--- config.mk ---
export PLATFORM = sky130hd
export DESIGN_NAME = game_turn_controller
export DESIGN_NICKNAME = d
export VERILOG_FILES = /design/src/rtl/game_pkg.sv /design/src/rtl/game_turn_controller_btn_edge_detect.sv /design/src/rtl/game_turn_controller.sv
export SDC_FILE = /design/constraint.sdc
export NUM_CORES = 1
export LEC_CHECK = 0
export ABC_AREA = 1
export ABC_CLOCK_PERIOD_IN_PS = 4200
export BUFFER_PORTS_ARGS = -buffer_cell sky130_fd_sc_hd__clkbuf_2
export CORE_MARGIN = 1.5
export CORE_UTILIZATION = 59
export DETAILED_ROUTE_END_ITERATION = 16
export HOLD_SLACK_MARGIN = 0.1
export PLACE_DENSITY = 0.85
export SKIP_CTS_REPAIR_TIMING = 1
export SLEW_MARGIN = 20
export SYNTH_ARGS = -nofsm -noshare
export SYNTH_HDL_FRONTEND = slang
export SYNTH_SLANG_ARGS = --single-unit
--- constraint.sdc ---
create_clock -name clk -period 4.2 [get_ports clk]
set_clock_uncertainty 0.05 [all_clocks]
set_input_delay 0 -clock clk [delete_from_list [all_inputs] [get_ports clk]]
set_output_delay 0 -clock clk [all_outputs]
set_load 0.05 [all_outputs]
--- src/rtl/game_pkg.sv ---
// Shared types for the game turn controller: FSM states, player ids and the
// decoded single-cycle button actions.
package game_pkg;

  typedef enum logic [1:0] {
    IDLE = 2'd0,
    TURN = 2'd1,
    REQ  = 2'd2,
    DONE = 2'd3
  } state_t;

  typedef enum logic {
    P1 = 1'b0,
    P2 = 1'b1
  } player_t;

  typedef enum logic [2:0] {
    ACT_NONE = 3'd0,
    ACT_SEL  = 3'd1,
    ACT_L    = 3'd2,
    ACT_R    = 3'd3,
    ACT_U    = 3'd4,
    ACT_D    = 3'd5
  } action_t;

  // Bit positions inside the packed button vector {select, left, right, up, down}
  localparam int BTN_W   = 5;
  localparam int BTN_SEL = 4;
  localparam int BTN_L   = 3;
  localparam int BTN_R   = 2;
  localparam int BTN_U   = 1;
  localparam int BTN_D   = 0;

endpackage

--- src/rtl/game_turn_controller_btn_edge_detect.sv ---
// Rising-edge detection for a bank of button levels that are already
// synchronous to clk; one previous-level register per button.
module btn_edge_detect
  import game_pkg::*;
#(
  parameter int W = BTN_W
) (
  input  logic         clk,
  input  logic         rst_n,
  input  logic [W-1:0] btn,
  output logic [W-1:0] rise
);

  logic [W-1:0] btn_q_r;

  // Previous-cycle button levels
  always_ff @(posedge clk or negedge rst_n) begin
    if (!rst_n) begin
      btn_q_r <= {W{1'b0}};
    end else begin
      btn_q_r <= btn;
    end
  end

  assign rise = btn & ~btn_q_r;

endmodule

--- src/rtl/game_turn_controller.sv ---
// Turn sequencer for a two-player grid game: button actions, wrapping cursor,
// board move handshake, turn timeout and per-player move counting.
module game_turn_controller
  import game_pkg::*;
#(
  parameter int N_ROWS  = 4,
  parameter int N_COLS  = 4,
  parameter int TIMEOUT = 50,
  parameter int CNT_W   = 4
) (
  input  logic                      clk,
  input  logic                      rst,
  input  logic                      btnLeft,
  input  logic                      btnRight,
  input  logic                      btnUp,
  input  logic                      btnDown,
  input  logic                      btnSelect,
  output logic                      brd_req,
  output logic [$clog2(N_ROWS)-1:0] brd_row,
  output logic [$clog2(N_COLS)-1:0] brd_col,
  output logic                      brd_player,
  input  logic                      brd_ack,
  input  logic                      brd_ok,
  input  logic                      game_over,
  output logic [$clog2(N_ROWS)-1:0] cur_row,
  output logic [$clog2(N_COLS)-1:0] cur_col,
  output logic                      player,
  output state_t                    state,
  output logic                      timeout_p,
  output logic [CNT_W-1:0]          moves1,
  output logic [CNT_W-1:0]          moves2
);

  localparam int RW = $clog2(N_ROWS);
  localparam int CW = $clog2(N_COLS);
  localparam int TW = $clog2(TIMEOUT);
  localparam logic [RW-1:0]    ROW_MAX    = RW'(N_ROWS - 1);
  localparam logic [CW-1:0]    COL_MAX    = CW'(N_COLS - 1);
  localparam logic [TW-1:0]    TIMER_LAST = TW'(TIMEOUT - 1);
  localparam logic [CNT_W-1:0] CNT_MAX    = {CNT_W{1'b1}};

  logic [BTN_W-1:0] btn_s;
  logic [BTN_W-1:0] rise_s;
  action_t          act_s;

  state_t           state_r, state_n;
  logic [RW-1:0]    row_r, row_n;
  logic [CW-1:0]    col_r, col_n;
  logic             player_r, player_n;
  logic [TW-1:0]    timer_r, timer_n;
  logic [CNT_W-1:0] moves1_r, moves1_n;
  logic [CNT_W-1:0] moves2_r, moves2_n;
  logic             timeout_n;
  logic             brd_req_r;
  logic             timeout_p_r;

  assign btn_s = {btnSelect, btnLeft, btnRight, btnUp, btnDown};

  btn_edge_detect #(
    .W (BTN_W)
  ) u_btn_edge (
    .clk   (clk),
    .rst_n (rst),
    .btn   (btn_s),
    .rise  (rise_s)
  );

  // One action per cycle, Select first, then Left, Right, Up, Down
  always_comb begin
    act_s = ACT_NONE;
    if (rise_s[BTN_SEL]) begin
      act_s = ACT_SEL;
    end else if (rise_s[BTN_L]) begin
      act_s = ACT_L;
    end else if (rise_s[BTN_R]) begin
      act_s = ACT_R;
    end else if (rise_s[BTN_U]) begin
      act_s = ACT_U;
    end else if (rise_s[BTN_D]) begin
      act_s = ACT_D;
    end else begin
      act_s = ACT_NONE;
    end
  end

  // Next-state, cursor, timer and counter logic
  always_comb begin
    state_n   = state_r;
    row_n     = row_r;
    col_n     = col_r;
    player_n  = player_r;
    timer_n   = timer_r;
    moves1_n  = moves1_r;
    moves2_n  = moves2_r;
    timeout_n = 1'b0;
    case (state_r)
      IDLE: begin
        if (act_s == ACT_SEL) begin
          state_n = TURN;
          timer_n = {TW{1'b0}};
        end else begin
          state_n = IDLE;
        end
      end
      TURN: begin
        if (game_over) begin
          state_n = DONE;
        end else if (act_s == ACT_SEL) begin
          state_n = REQ;
        end else if (timer_r == TIMER_LAST) begin
          player_n  = ~player_r;
          timer_n   = {TW{1'b0}};
          timeout_n = 1'b1;
        end else begin
          timer_n = timer_r + TW'(1);
          case (act_s)
            ACT_L:   col_n = (col_r == {CW{1'b0}}) ? COL_MAX : col_r - CW'(1);
            ACT_R:   col_n = (col_r == COL_MAX) ? {CW{1'b0}} : col_r + CW'(1);
            ACT_U:   row_n = (row_r == {RW{1'b0}}) ? ROW_MAX : row_r - RW'(1);
            ACT_D:   row_n = (row_r == ROW_MAX) ? {RW{1'b0}} : row_r + RW'(1);
            default: row_n = row_r;
          endcase
        end
      end
      REQ: begin
        // Timer stays frozen here; a rejected move resumes the same turn clock
        if (brd_ack) begin
          state_n = TURN;
          if (brd_ok) begin
            player_n = ~player_r;
            timer_n  = {TW{1'b0}};
            if (player_r == P1) begin
              moves1_n = (moves1_r == CNT_MAX) ? moves1_r : moves1_r + CNT_W'(1);
            end else begin
              moves2_n = (moves2_r == CNT_MAX) ? moves2_r : moves2_r + CNT_W'(1);
            end
          end else begin
            timer_n = timer_r;
          end
        end else begin
          state_n = REQ;
        end
      end
      DONE: begin
        if (act_s == ACT_SEL) begin
          state_n  = IDLE;
          row_n    = {RW{1'b0}};
          col_n    = {CW{1'b0}};
          player_n = P1;
          timer_n  = {TW{1'b0}};
          moves1_n = {CNT_W{1'b0}};
          moves2_n = {CNT_W{1'b0}};
        end else begin
          state_n = DONE;
        end
      end
      default: begin
        state_n = IDLE;
      end
    endcase
  end

  // State and datapath registers; brd_req mirrors entry into REQ
  always_ff @(posedge clk or negedge rst) begin
    if (!rst) begin
      state_r     <= IDLE;
      row_r       <= {RW{1'b0}};
      col_r       <= {CW{1'b0}};
      player_r    <= P1;
      timer_r     <= {TW{1'b0}};
      moves1_r    <= {CNT_W{1'b0}};
      moves2_r    <= {CNT_W{1'b0}};
      brd_req_r   <= 1'b0;
      timeout_p_r <= 1'b0;
    end else begin
      state_r     <= state_n;
      row_r       <= row_n;
      col_r       <= col_n;
      player_r    <= player_n;
      timer_r     <= timer_n;
      moves1_r    <= moves1_n;
      moves2_r    <= moves2_n;
      brd_req_r   <= (state_n == REQ);
      timeout_p_r <= timeout_n;
    end
  end

  assign state      = state_r;
  assign cur_row    = row_r;
  assign cur_col    = col_r;
  assign player     = player_r;
  assign brd_req    = brd_req_r;
  assign brd_row    = row_r;
  assign brd_col    = col_r;
  assign brd_player = player_r;
  assign timeout_p  = timeout_p_r;
  assign moves1     = moves1_r;
  assign moves2     = moves2_r;

endmodule

==> results.ini <==
[cts]
clock_latency_ns = 0.34
clk_transition_reported_paths_ns = 0.15
tritoncts = yes
cts_root_buffer = clkbuf_4
cts_htree_levels = 1
cts-buffers-inserted = 3
clock-sinks = 28
ctsLongestPathBuffers = 2

[critical_path]
start_kind = register
critical_path.slowest_cell = dfrtp_1
end_kind = register
critPathRequiredTime_ns = 4.45
worst-path-max-fanout = 9
path_cells = inv_1 > ha_1 > clkinv_2 > nor2_2 > nor2_1 > nand2_4 > inv_4 > o21ai_0 > o21a_1
crit_path_max_incr_delay_ns = 0.48
criticalPathCategory = register to register
worst-endpoint-arrival_ns = 2.10

[timing]
timing.fmax_mhz = 540
fin_crit_sh = 0.441
worstMarginPinSlew_ns = 0.689
final_period_minus_worst_setup_slack_ns = 1.85
slew-limit-headroom = 0.541
timing_hold_violations_final = 0
number_of_setup_violations_in_the_final_report = 0
hold_ws_ns = 0.0837
totalNegativeSetupSlack_ns = 0
rsz0062_at_grt = false
slew_violations = 0

[logic_synthesis]
synth-async-reset-ratio = 1.00
synthesis.instances = 216
netlist_area_um2 = 1740
post_synth_num_cell_types = 34
synth-edff-count = 0
synth_warnings = 0
ys_seq_area_frac = 0.402
syn-num-nets = 238
synth_seq_cells = 28
synthFlopType = dfrtp_1
per_instance_average_area_after_synthesis_um2 = 8.07

[route]
detailed_route_drc_error_count = 0
antenna_viol_nets_final = 0
drt-initial-drc-count = 68
routed_wire_length_per_instance_um = 11.7
dr_total_vias = 1503
dr.pass1.iters = 4
routed_wirelength_um = 3310
route.detailed.vias_per_inst = 5.31

[floorplan]
core_area_um2 = 2780
dieArea_um2 = 3290
rows = 19
io_pins = 32
start_util = 0.627
die-height_um = 57.4
chipWidth_um = 57.4

[pwr]
ir_worst_vdd_v = 0.000655
power.static_leakage_nw = 1.07
power.density_nw_per_um2 = 796

[place]
port_buffers = 31
post-dp-hpwl_um = 2510
place_congestion = 0.837
standard_cell_area_after_detailed_placement_um2 = 1880

[cells_and_area]
sequential_cell_area_um2 = 701
finish.instance_area_um2 = 2000
synthToLayoutAreaGrowth_pct = 14.6
antenna_cells_inserted = 0
drive_above_1_share = 0.234
area_taken_by_multi_input_logic_gates_um2 = 843
num-nets-final = 275
fillerInstances = 235

[hold_path]
class_of_the_most_critical_hold_timing_path = input port to register

[outcome]
outcome = complete, no violations

[grt]
grt_start_max_net_pins = 29
first_global_vias = 1376
grt_remaining_overflow = 0
number_of_antenna_violations_at_the_first_check_in_global_routing = 0
grt_util_all_layers = 0.218
grt_first_pass_wirelength_um = 5570

[run]
max_cap_viol_count = 0

## through the flow
step,power [W],std cells,utilization,setup slack (ns)
floorplan,0.00129,216,-,2.28
global placement,0.00143,271,0.676,2.52
detailed placement,0.00146,271,0.676,2.43
CTS,0.00159,275,0.689,2.36
global route,0.00172,283,0.718,2.18
finish,0.00159,283,0.718,2.35
## cells in the final DEF, fill, tap and decap left out, types with 2 or more instances in the layout
cell / count
dlygate4sd3_1: 8
nor2_1: 19
dfrtp_1: 28
a21oi_2: 2
inv_1: 31
xor2_1: 3
inv_2: 4
clkbuf_2: 31
nor3_1: 3
nand2_2: 4
o21ai_0: 13
nand4_1: 3
o21a_1: 2
clkbuf_4: 3
o31ai_1: 3
nand3_1: 15
or2_2: 2
o21ai_1: 4
ha_1: 12
nand2_1: 37
nor2_2: 6
a21oi_1: 5
## path summary, 6_finish.rpt
path | startpoint | endpoint | slack, ns | depth (start not counted)
max | state[1] | timer_r[0] | 2.35 | 9
min | brd_ok | moves1[0] | 0.08 | 4
max reg2reg | state[1] | timer_r[0] | 2.35 | 9
min reg2reg | timer_r[5] | timer_r[5] | 0.47 | 1
max in group asynchronous | rst | brd_row[1] | 3.50 | 2
min in group asynchronous | rst | moves1[3] | 0.16 | 2
## layout make-up
| class | count | area share |
|---|---|---|
| clock buffer | 4 | 0.0182 |
| inverter | 37 | 0.0714 |
| multi-input combinational | 144 | 0.422 |
| sequential | 28 | 0.351 |
| tap | 31 | 0.0194 |
| timing repair buffer | 39 | 0.118 |
## metal layers
layer	up-vias	GRT usage	part of all wire
li1	761	-	-
met1	697	0.267	0.43
met2	35	0.375	0.51
met3	10	0.0272	0.041
met4	0	0.113	0.023
met5	-	0	0
## kinds of logic after synthesis
kind of cell / share of synthesized area
DFF: 0.402
AOI/OAI and AO/OA: 0.123
and+or+nand+nor: 0.249
adders and majority gates: 0.0861
buffers and inverters: 0.114
xor gates and xnor gates: 0.0201
muxes: 0.00574
## synth_stat cells (2+ instances only)
master,instances,area (µm²)
o31ai_1,3,22.5
o21ai_1,4,20.0
or2_2,2,12.5
nand2_1,37,139
nor3_1,3,15.0
nand2_2,4,25.0
nor2_1,19,71.3
dfrtp_1,28,701
nand4_1,3,18.8
o21a_1,2,15.0
a21oi_2,2,17.5
o21ai_0,13,65.1
nor2_2,6,37.5
ha_1,12,150
inv_2,4,15.0
a21oi_1,5,25.0
nand3_1,15,75.1
buf_4,6,45.0
xor2_1,3,26.3
inv_1,31,116
## critical path: cells and delay by family, from the launching register on
family	cells	cell delay [ns]
DFF	1	0.48
buffers and inverters	3	0.36
and+or+nand+nor	3	0.36
adders and majority gates	1	0.35
AOI/OAI and AO/OA	2	0.21
## state kept, by name, indices dropped and copies added (netlist names)
register	cells
brd_player	1
moves2	4
moves1	4
brd_col	2
timer_r	6
brd_row	2
brd_req	1
timeout_p	1
u_btn_edge.btn_q_r	5
state	2
## power breakdown
group | switching, W | internal, W | leakage, nW | total [W]
Combinational | 0.000710 | 0.000293 | 0.692 | 0.00100
Clock | 0.0000816 | 0.0000533 | 0.0210 | 0.000135
Sequential | 0.0000931 | 0.000357 | 0.355 | 0.000450
(Power assumes the default switching activity.)
